<file path="config.mk">
export PLATFORM = sky130hd
export DESIGN_NAME = serial_add_ctrl
export DESIGN_NICKNAME = d
export VERILOG_FILES = /design/src/rtl/serial_add_ctrl.sv
export SDC_FILE = /design/constraint.sdc
export NUM_CORES = 1
export LEC_CHECK = 0
export ABC_AREA = 1
export BUFFER_PORTS_ARGS = -buffer_cell sky130_fd_sc_hd__buf_2
export CAP_MARGIN = 20
export CORE_ASPECT_RATIO = 0.75
export CORE_MARGIN = 3
export CORE_UTILIZATION = 59
export CTS_CLUSTER_SIZE = 12
export DETAILED_ROUTE_END_ITERATION = 8
export GPL_ROUTABILITY_DRIVEN = 1
export PLACE_DENSITY = 0.8
export SYNTH_ARGS = -nofsm -noshare
export SYNTH_HDL_FRONTEND = slang
export SYNTH_SLANG_ARGS = --single-unit
</file>
<file path="constraint.sdc">
create_clock -name CLK -period 3.7 [get_ports CLK]
set_clock_uncertainty 0.05 [all_clocks]
set_input_delay 0.74 -clock CLK [delete_from_list [all_inputs] [get_ports CLK]]
set_output_delay 0.74 -clock CLK [all_outputs]
set_load 0.01 [all_outputs]
</file>
<file path="src/rtl/serial_add_ctrl.sv">
// rtl/serial_add_ctrl.sv - bit-serial adder controller time-sharing one half_adder, LSB-first.
// Optional SERIAL_ADD_SUB_EN adds a SUB port (A - B via inverted B and carry-in of 1).

module half_adder (
   input  logic x,
   input  logic y,
   output logic s,
   output logic c
);
   assign s = x ^ y;
   assign c = x & y;
endmodule

module serial_add_ctrl #(
   parameter int WIDTH = 8
) (
   input  logic             CLK,
   input  logic             RST_N,
   input  logic             START,
   input  logic [WIDTH-1:0] A,
   input  logic [WIDTH-1:0] B,
`ifdef SERIAL_ADD_SUB_EN
   input  logic             SUB,
`endif
   output logic             BUSY,
   output logic             DONE,
   output logic [WIDTH-1:0] S,
   output logic             CO
);
   localparam int IW = $clog2(WIDTH);
   localparam logic [IW-1:0] LAST_IDX = IW'(WIDTH - 1);

   typedef enum logic [1:0] {IDLE, HA1, HA2, FIN} state_t;

   state_t           state_q, state_d;
   logic [WIDTH-1:0] a_q, a_d;
   logic [WIDTH-1:0] b_q, b_d;
   logic [WIDTH-1:0] acc_q, acc_d;
   logic [WIDTH-1:0] s_q, s_d;
   logic [IW-1:0]    idx_q, idx_d;
   logic             carry_q, carry_d;
   logic             s1_q, s1_d;
   logic             c1_q, c1_d;
   logic             co_q, co_d;
   logic             sub_q;
   logic             sub_in;
   logic             ha_x, ha_y, ha_s, ha_c;

`ifdef SERIAL_ADD_SUB_EN
   logic sub_d;
   assign sub_in = SUB;

   always_ff @(posedge CLK or negedge RST_N) begin
      if (!RST_N) sub_q <= 1'b0;
      else        sub_q <= sub_d;
   end

   always_comb begin
      sub_d = sub_q;
      if ((state_q == IDLE || state_q == FIN) && START) sub_d = SUB;
   end
`else
   assign sub_in = 1'b0;
   assign sub_q  = 1'b0;
`endif

   // The only adder cell: HA1 adds the operand bits, HA2 folds in the running carry.
   half_adder u_ha (
      .x (ha_x),
      .y (ha_y),
      .s (ha_s),
      .c (ha_c)
   );

   always_comb begin
      if (state_q == HA2) begin
         ha_x = s1_q;
         ha_y = carry_q;
      end else begin
         ha_x = a_q[idx_q];
         ha_y = b_q[idx_q] ^ sub_q;
      end
   end

   always_comb begin
      state_d = state_q;
      a_d     = a_q;
      b_d     = b_q;
      acc_d   = acc_q;
      s_d     = s_q;
      idx_d   = idx_q;
      carry_d = carry_q;
      s1_d    = s1_q;
      c1_d    = c1_q;
      co_d    = co_q;
      case (state_q)
         IDLE, FIN: begin
            if (START) begin
               a_d     = A;
               b_d     = B;
               idx_d   = '0;
               carry_d = sub_in;
               state_d = HA1;
            end else begin
               state_d = IDLE;
            end
         end
         HA1: begin
            s1_d    = ha_s;
            c1_d    = ha_c;
            state_d = HA2;
         end
         HA2: begin
            // Sum bits shift in from the top so bit 0 lands at the LSB after WIDTH passes.
            acc_d   = {ha_s, acc_q[WIDTH-1:1]};
            carry_d = c1_q | ha_c;
            if (idx_q == LAST_IDX) begin
               s_d     = {ha_s, acc_q[WIDTH-1:1]};
               co_d    = c1_q | ha_c;
               state_d = FIN;
            end else begin
               idx_d   = idx_q + 1'b1;
               state_d = HA1;
            end
         end
         default: state_d = IDLE;
      endcase
   end

   always_ff @(posedge CLK or negedge RST_N) begin
      if (!RST_N) begin
         state_q <= IDLE;
         a_q     <= '0;
         b_q     <= '0;
         acc_q   <= '0;
         s_q     <= '0;
         idx_q   <= '0;
         carry_q <= 1'b0;
         s1_q    <= 1'b0;
         c1_q    <= 1'b0;
         co_q    <= 1'b0;
      end else begin
         state_q <= state_d;
         a_q     <= a_d;
         b_q     <= b_d;
         acc_q   <= acc_d;
         s_q     <= s_d;
         idx_q   <= idx_d;
         carry_q <= carry_d;
         s1_q    <= s1_d;
         c1_q    <= c1_d;
         co_q    <= co_d;
      end
   end

   assign BUSY = (state_q == HA1) || (state_q == HA2);
   assign DONE = (state_q == FIN);
   assign S    = s_q;
   assign CO   = co_q;
endmodule

</file>
Word-level counts from Yosys, hierarchy flattened
Cells that the tools add are included.

storage, ports and cells
  bits in read-only memories = 0
  word-level logic and storage cells = 43
  memories kept = 0
  latch bits = 0
  output and inout port bits = 11
  register bits after elaboration = 41
  RAM bits = 0
  bits of input ports = 19

cells by class
  reduce and logical (&&, ||, !) cells = 8
  add/subtract/negate cells = 1
  muxes and demuxes = 14
  shift operators = 0
  divide/modulo/power cells = 0
  $lt $le $gt $ge = 1
  multiply operators = 0
  bitwise logic cells = 3
  equal/unequal tests = 6

operators by type and width
  operator                                              number
  binary-select mux 1 bit (select 3 bit)                2
  2-to-1 mux 1 bit                                      6
  2-to-1 mux 3 bit                                      2
  one-hot mux 2 bit (3 select lines)                    1
  one-hot mux 3 bit (2 select lines)                    1
  AND reduction 2 bit                                   3
  equality test 2 bit (second input constant)           2
  < comparator 3 x 4 -> 1 bit (second input constant)   1
  != test 2 bit (second input constant)                 2
  adder 3 x 1 -> 3 bit (second input constant)          1
  equality test 3 bit (second input constant)           1
  AND reduction 3 bit                                   1
  equality test 2 x 1 -> 1 bit (second input constant)  1
  zero test 2 bit                                       1
  2-to-1 mux 2 bit                                      1
  one-hot mux 1 bit (2 select lines)                    1
  nonzero test 2 bit                                    1
  OR reduction 2 bit                                    1
  AND 1 bit                                             1
  logical OR 1 bit                                      1
  bitwise OR 1 bit                                      1
  bitwise XOR 1 bit                                     1

Logic depth before layout (Yosys ltp)
Gate-level depths: netlist (run 1).

  depth in word-level cells = 6
  gate-level depth with buffers = 12

Modules after synthesis
A second synthesis (run 1) with hierarchy kept.

second synthesis, totals
  cell total of the unflattened synthesis = 200
  area, all modules = 1,779.2 sq um

by module, submodules not included
  module           seq. area each (sq um)  times used  cells an instance  area an instance (sq um)
  serial_add_ctrl  1,001.0                 1           199                1,766.7
  half_adder       0.0                     1           1                  12.5

Least setup slack after synthesis (run 1)
OpenSTA, ideal clock, no wires.

  path type = register to register
  from = register state_q[0]
  to = register s1_q
  library setup time = 0.125 ns
  cell stages (with the launch flop) = 9
  clock period less this slack = 1.766 ns
  arrival = 1.592 ns
  path slack = 1.934 ns
  path through = dfrtp_1 > inv_1 > ha_1 > buf_6 > clkbuf_1 > nand2_1 > nand2_1 > ha_1 > mux2_2

on the way
  cells in the longest elaborated chain, start to end = 3
  elaborated cells between the ends (all ways) = 5
  those cells by class = eq/ne (2); mux (2); bitwise (1)

RTL lines
  item                      line  source
  start: declaration        35    state_t state_q, state_d;
  start signal: assignment  143   state_q <= state_d;
  equality test 2 bit *     76    if (state_q == HA2) begin
  2-to-1 mux 1 bit          76
  bitwise XOR 1 bit *       10    assign s = x ^ y;
  named net ha_s            47    logic ha_x, ha_y, ha_s, ha_c;
  end signal: assignment    139   s1_q <= 1'b0;
  end signal: assignment    150   s1_q <= s1_d;
  end: declaration          42    logic s1_q, s1_d;

The timed path passes the listed nets; every way through them passes the cells marked *.
A chain may end at the register's enable or synchronous reset.

Worst setup path after layout (run 1)
  from = register state_q[0]
  to = output port BUSY

on the way
  cells in the longest elaborated chain, start to end = 2
  elaborated cells between the ends (all ways) = 3
  those cells by class = eq/ne (2); reduce/logical (1)

RTL lines
  item                                                                 line  source
  equality test 2 x 1 -> 1 bit or equality test 2 bit (tied branches)  156   assign BUSY = (state_q == HA1) || (state_q == HA2);
  logical OR 1 bit *                                                   156
  end: declaration                                                     25    output logic BUSY,

Mark *: on every way between the ends. The rest lies on a longest branch, timed or not.

==> results by group, run 1 <==
Power
  – Power Total: around 1500 uW
  – Psw: between 500 and 600 uW
  – Combinational share of power: about 36%
  – Clk network pwr share: about 20%
  – Switching Fraction: between 30% and 40%
  – Leakage: about 0.0011 uW
  – VDD IR-drop max: 0.000540 V
  – Sequential share of power: roughly 44%
  – PwrDens: around 740 mW/mm2
  – Cell-internal power: roughly 940 uW

Routing
  – ANT nets after route: 0
  – Number of DRC markers in iteration 0: 62
  – Routed wire length: roughly 3200 um
  – Via count: between 1000 and 1500
  – Vias/cell: ~5
  – Routed len/inst: between 10 and 15 um
  – Pre-antenna DRT Iters: 4
  – Post-route DRC: 0

Run
  – Max cap viols: 0

Clock tree
  – CTS Buf Count: 5
  – Worst-path clk slew: roughly 0.070 ns
  – CTS-repair resized insts: 0
  – Hold buffers post-CTS: 0
  – Clk_lat worst skew: slightly below 0.3 ns
  – # Post-CTS Setup Buffers: 0
  – Sink Count: 40
  – Root Driver: clkbuf_8
  – H-tree levels: 2
  – TritonCTS clock tree: built
  – CTS max path bufs: 2

Setup path
  – Worst path max stage delay: 0.38 ns
  – Crit path from: state_q[0]
  – RR Startpoint: state_q[0]
  – Reg2reg setup slack: approximately 1.7 ns
  – Slowest CP cell: dfrtp_1
  – Worst setup EP type: output port
  – Worst-path fanout max: 4
  – Crit path cell chain: inv_1 > ha_1 > inv_1 > buf_2
  – WS Path Type: register to output port
  – Setup crit end: BUSY
  – Critical Path Most Common Cell: inv_1
  – WP buf/inv: 3
  – FF-to-FF path depth: 7
  – WP depth: 4
  – Top delay family on crit path: flip-flops
  – CP required: slightly below 3 ns
  – FF-to-FF End: s1_q
  – Critical Path AT: around 1.3 ns
  – Startpoint Class: register

Final layout
  – Ant diodes: 0
  – Most frequent cells in the layout: nand2_1, dfrtp_1, inv_1
  – Nets@finish: between 200 and 300
  – Register area: ~0.001 mm2
  – Fill cells: between 200 and 250
  – Fraction of layout cells with a size suffix above 1: 20.4%
  – Area Overhead vs Synth: 13.3%
  – Design Area, Final: just over 0.002 mm2
  – Commonest non-fill, non-tap cell in the layout: nand2_1
  – Area occupied by multi-input gates: 618 um2

Global routing
  – Global routing usage on met2: 32.1%
  – Largest net degree at the start of global routing: 41
  – GR Util met1: between 20% and 30%
  – First-pass GRT wire length: 5690 um
  – Vias in the first global route: 1342
  – Antenna violations before repair: 0
  – All-Layer GR Usage: approximately a fifth
  – Met3 Use GR: ~6.7%
  – Gr ovfl total: 0
  – Gr busiest metal: met2

Floorplanning
  – Core area: about 0.0027 mm2
  – I/O pins: 30
  – Row count: 16
  – Initial Utilization: 65.0%
  – Die Footprint: roughly 0.0037 mm2
  – Die X: between 60 and 70 um
  – Die Y: approximately 54 um

Synth
  – Synthesized area: around 0.0018 mm2
  – Largest family of logic cells by synthesized area: simple AND/OR/NAND/NOR gates
  – Synth Register Bits: 40
  – Synth Area in Simple Gates: between 15 and 20%
  – Mapped Nets: roughly 230
  – Syn Inst Count: 200
  – Post-synthesis mux area share: ~2.7%
  – Post-synth cell types: 18
  – Synth Area in Adders: under 10%
  – Compound-gate portion of the synthesized area: 10.3%
  – Xor and xnor area share after synthesis: 0%
  – Sequential share of the synthesized area: 56.1%
  – Synthesized area per cell: ~8.9 um2
  – Ys Warns: 0

Placement
  – HPWL Detailed: 2260 um
  – GPL Wtd Cong: slightly below 0.9
  – IO buf count: 29
  – Placed Area: 0.00193 mm2

Min path
  – Hold/Removal Path Class: register to register

Timing
  – RSZ-0062 raised after global routing: false
  – Highest clock rate: 486 MHz
  – Worst Tran Pin Value: 0.861 ns
  – Crit path time final: 2.06 ns
  – Slew margin rel.: approximately 43%
  – Fin crit share: ~56%
  – Slew Viols, Final: 0
  – Hold Vio Cnt, Final: 0
  – Final TNS setup: 0 ns
  – Endpoints failing setup: 0

Run status
  – Status: complete, no violations
-- synthesized netlist by cell type, drive strengths merged --
library cell / count / area (um2)
ha: 6 / 75.1
nor2: 19 / 73.8
clkbuf: 2 / 7.51
nand2: 45 / 176
dfrtp: 40 / 1000
nand3: 12 / 60.1
mux2: 4 / 48.8
a21oi: 14 / 70.1
inv: 31 / 119
o21ai: 22 / 114
buf: 5 / 37.5
-- cell type report --
type,instances,share of cell area (%)
Clock inverter,2,0.495
Clock buffer,6,4.09
Timing Repair Buffer,29,7.18
Sequential cell,40,49.5
Multi-Input combinational cell,122,30.6
Tap cell,36,2.23
Inverter,31,5.88
-- through the flow --
step | cells | setup slack, ns | util [%] | hold slack (ns)
global route | 266 | 1.57 | 73.7 | 0.455
detailed placement | 258 | 1.71 | 70.3 | 0.418
floorplan | 200 | 1.93 | - | 0.394
CTS | 266 | 1.62 | 73.7 | 0.437
finish | 266 | 1.64 | 73.7 | 0.435
global placement | 258 | 1.77 | 70.3 | 0.410
-- state kept, by name (all words and copies together) (netlist names) --
| name | count |
|---|---|
| a_q | 8 |
| b_q | 8 |
| state_q | 2 |
| idx_q | 3 |
| acc_q | 7 |
| c1_q | 1 |
| CO | 1 |
| carry_q | 1 |
| S | 8 |
| s1_q | 1 |
-- kinds of logic after synthesis --
| logic type | after synthesis |
|---|---|
| compound gates | 36 |
| fa+ha+maj | 6 |
| buf+inv | 38 |
| flops | 40 |
| mux | 4 |
| simple gates | 76 |
-- power by group through the flow --
stage | Combinational, uW | Clock [uW] | Sequential [uW]
floorplan | 457 | 0 | 632
global placement | 509 | 0 | 651
detailed placement | 541 | 0 | 662
CTS | 545 | 301 | 654
global route | 621 | 322 | 669
finish | 538 | 295 | 653
-- how the worst min path moves through the flow --
stage | from | cells past startpoint | endpoint | slack [ns]
6_report | S[4] | 2 | S[4] | 0.43
2_1_floorplan | RST_N | 0 | CO | 0.39
3_5_place_dp | S[4] | 2 | S[4] | 0.42
4_1_cts | S[4] | 2 | S[4] | 0.44
5_1_grt | S[6] | 2 | S[6] | 0.45
3_3_place_gp | S[1] | 2 | S[1] | 0.41
-- worst reg2reg max path, stage by stage, from the launching register on --
cell	delay (ns)
dfrtp_1	0.40
inv_1	0.06
ha_1	0.53
inv_4	0.10
nand3_1	0.10
nand2_1	0.05
ha_1	0.31
mux2_2	0.27
-- per-layer routing --
| layer | wire length [um] | vias to the layer above |
|---|---|---|
| met3 | 168 | 6 |
| met2 | 1430 | 32 |
| met4 | 40 | 0 |
| met1 | 1540 | 617 |
| met5 | 0 | - |
| li1 | - | 679 |
No activity file was read; power rests on OpenSTA's default activity.
==> inputs of run 2 (changes only) <==
--- a/config.mk
+++ b/config.mk
@@ -5,16 +5,16 @@
 export SDC_FILE = /design/constraint.sdc
 export NUM_CORES = 1
 export LEC_CHECK = 0
-export ABC_AREA = 1
+export ABC_AREA = 0
 export BUFFER_PORTS_ARGS = -buffer_cell sky130_fd_sc_hd__buf_2
 export CAP_MARGIN = 20
 export CORE_ASPECT_RATIO = 0.75
 export CORE_MARGIN = 3
-export CORE_UTILIZATION = 59
+export CORE_UTILIZATION = 54
 export CTS_CLUSTER_SIZE = 12
 export DETAILED_ROUTE_END_ITERATION = 8
 export GPL_ROUTABILITY_DRIVEN = 1
-export PLACE_DENSITY = 0.8
+export PLACE_DENSITY = 0.74
 export SYNTH_ARGS = -nofsm -noshare
 export SYNTH_HDL_FRONTEND = slang
 export SYNTH_SLANG_ARGS = --single-unit
==> constraint.sdc (replaced) <==
create_clock -name CLK -period 2.1 [get_ports CLK]
set_clock_uncertainty 0.05 [all_clocks]
set_input_delay 0.42 -clock CLK [delete_from_list [all_inputs] [get_ports CLK]]
set_output_delay 0.42 -clock CLK [all_outputs]
set_load 0.01 [all_outputs]
==> run 2 against run 1 <==
Utilization shrank 6.2 points; first-iteration DRC count shrank 23%; count of clock-buffer cells in the layout shrank 1; worst setup slack lost 1.5 ns; global-route usage shrank 2.3 points; total power grew 84%; register-to-register slack lost 1.6 ns; synthesized cell count shrank 38%; critical path type is now register to register; largest cell class unchanged.
==> results by group, run 2 <==
Run status
  – Status: complete, no violations

Timing
  – Fin crit share: 95.3%
  – Hold Vio Cnt, Final: 0 (unchanged)
  – Endpoints failing setup: 0 (unchanged)
  – Final TNS setup: 0 ns (unchanged)
  – Highest clock rate: about 500 MHz
  – Slew margin rel.: 67.5% (+25 points)
  – Slew Viols, Final: 0 (unchanged)
  – Worst Tran Pin Value: 0.487 ns (-0.374 ns)
  – Worst hold slack: 0.121 ns (-0.314 ns)
  – RSZ-0062 raised after global routing: false
  – Crit path time final: 2.00 ns

Clock tree
  – CTS Buf Count: 5 (unchanged)
  – Hold buffers post-CTS: 0 (unchanged)
  – # Post-CTS Setup Buffers: 0 (unchanged)
  – CTS max path bufs: 2 (unchanged)
  – CTS-repair resized insts: 1 (+1)
  – Worst-path clk slew: 0.07 ns (about the same)
  – Root Driver: clkbuf_8
  – Clk_lat worst skew: 0.29 ns (about the same)
  – TritonCTS clock tree: built
  – H-tree levels: 2 (unchanged)
  – Sink Count: 40 (unchanged)

Power
  – Psw: 869 uW (+59%)
  – Clk network pwr share: 16.6% (-3.2 points)
  – Power Total: 2730 uW (+84%)
  – Leakage: 0.00101 uW (-6.2%)
  – PwrDens: 1340 mW/mm2 (+82%)
  – Cell-internal power: 1860 uW (+98%)
  – VDD IR-drop max: 0.000609 V (+13%)
  – Combinational share of power: 37.8% (+1.6 points)
  – Switching Fraction: 31.9% (-5.0 points)
  – Sequential share of power: 45.6% (+1.6 points)

Routing
  – Routed wire length: 3000 um (-5.8%)
  – Post-route DRC: 0 (unchanged)
  – Via count: 1064 (-20%)
  – Vias/cell: 5.37 (+7.2%)
  – Number of DRC markers in iteration 0: 48 (-23%)
  – Pre-antenna DRT Iters: 4 (unchanged)
  – Routed len/inst: 15.1 um (+26%)
  – ANT nets after route: 0 (unchanged)

Setup path
  – Startpoint Class: register
  – Worst-path fanout max: 9 (+5)
  – Worst setup EP type: register
  – CP required: 2.22 ns (-0.69 ns)
  – WS Path Type: register to register
  – Critical Path AT: 2.13 ns (+0.86 ns)

Global routing
  – Vias in the first global route: 1158 (-14%)
  – All-Layer GR Usage: 17.4% (-2.3 points)
  – Largest net degree at the start of global routing: 41 (unchanged)
  – Antenna violations before repair: 0 (unchanged)
  – Gr ovfl total: 0 (unchanged)
  – First-pass GRT wire length: 5310 um (-6.8%)

Synth
  – Top cell type's share of synthesized area: 56.9% (+0.76 points)
  – Synthesized area: 0.00176 mm2 (-1.3%)
  – Commonest cells in the netlist: dfrtp_1, mux2_2, mux2i_1, nand2_1
  – Post-synth EDFFs: 0 (unchanged)
  – Ys Warns: 0 (unchanged)
  – Syn Inst Count: 125 (-38%)
  – Mapped Nets: 150 (-33%)
  – Synth Register Bits: 40 (unchanged)
  – Ranking of synthesized cells by area: dfrtp_1, mux2_2, mux2i_1, ha_1, mux4_2
  – Post-synth cell types: 18 (unchanged)
  – Primary FF master, synth: dfrtp_1
  – Post-synth ARST share: 100% (unchanged)
  – Yosys top cell by area: dfrtp_1
  – Most numerous cell in the Yosys netlist: dfrtp_1
  – Sequential share of the synthesized area: 56.9% (+0.76 points)
  – Synthesized area per cell: 14.1 um2 (+58%)

Final layout
  – Fill cells: 228 (+9.1%)
  – Most frequent cells in the layout: dfrtp_1, mux2_2, buf_2
  – Ant diodes: 0 (unchanged)
  – Nets@finish: 187 (-26%)
  – Fraction of layout cells with a size suffix above 1: 48.8% (+28 points)
  – Layout Cells excl Fill: 198 (-26%)
  – Area Overhead vs Synth: 15.9%
  – Area occupied by multi-input gates: 714 um2 (+16%)
  – Commonest non-fill, non-tap cell in the layout: dfrtp_1
  – Register area: 0.00100 mm2 (+0.12%)

Placement
  – HPWL Detailed: 2200 um (-2.7%)
  – Dpl cells: 193 (-25%)
  – GPL Wtd Cong: 0.790 (-9.3%)
  – IO buf count: 29 (unchanged)

Floorplanning
  – I/O pins: 30 (unchanged)
  – Die Footprint: 0.00399 mm2 (+7.0%)
  – Row count: 17 (+1)
  – Die X: 71.9 um (+3.5%)
  – Die Y: 55.4 um (+3.4%)
  – Core area: 0.00302 mm2 (+10%)
  – Initial Utilization: 58.2% (-6.8 points)

Min path
  – Hold/Removal Path Class: input port to asynchronous set/reset pin

Run
  – Max cap viols: 0 (unchanged)
run 2: worst paths after layout:
check	startpoint	to	slack, ns	cells past startpoint
worst max-delay path	idx_q[0]	acc_q[7]	0.1	5
worst min-delay path	RST_N	idx_q[1]	0.12	2
worst max register to register	idx_q[0]	acc_q[7]	0.1	5
worst min register to register	CO	CO	0.45	2
max in group asynchronous	RST_N	idx_q[0]	1.52	2
min in group CLK	B[7]	b_q[7]	0.31	2
run 2: critical path, cell delays in order, from the launching register on:
cell and delay [ns]:
dfrtp_2 0.51, mux2i_1 0.17, mux4_2 0.47, o21ai_1 0.14, ha_1 0.27, mux2_2 0.28
run 2: power by group through the flow:
stage | Clock (uW) | Combinational, uW | Sequential [uW]
after global placement | 0 | 968 | 1250
after CTS | 466 | 1040 | 1250
after floorplan | 0 | 828 | 1170
final | 453 | 1030 | 1240
after detailed placement | 0 | 1040 | 1260
after global routing | 498 | 1130 | 1290
run 2: logic make-up (layout without fill, tap and decap cells):
| logic type | Yosys count | after routing | synth area share [%] |
|---|---|---|---|
| compound gates | 12 | 12 | 4.13 |
| fa+ha+maj | 6 | 6 | 4.27 |
| buf+inv | 9 | 44 | 2.49 |
| flops | 40 | 40 | 56.9 |
| mux | 44 | 44 | 28.8 |
| simple gates | 14 | 14 | 3.41 |
run 2: area by class of cell:
| class | instances | area share, % |
|---|---|---|
| Inverter | 4 | 0.737 |
| Sequential cell | 40 | 49.2 |
| Clock buffer | 5 | 3.38 |
| Multi-Input combinational cell | 76 | 35.1 |
| Tap cell | 38 | 2.33 |
| Timing Repair Buffer | 35 | 9.33 |
run 2: per-layer routing:
metal | GRT usage [%] | share of wire (%) | wire length, um | up-vias
met5 | 0 | 0 | 0 | -
met4 | 9.65 | 2.2 | 66 | 0
met3 | 4.73 | 4.4 | 133 | 7
met2 | 26.8 | 45 | 1350 | 21
met1 | 22.0 | 48 | 1440 | 528
li1 | - | - | - | 508
run 2: per-stage QoR:
stage | setup WS (ns) | instance area (um2) | utilization, %
floorplan | 0.197 | 1760 | -
global placement | 0.0938 | 1970 | 65.2
detailed placement | -0.0260 | 1970 | 65.2
CTS | 0.0915 | 2040 | 67.5
global route | 0.0512 | 2040 | 67.5
finish | 0.0985 | 2040 | 67.5
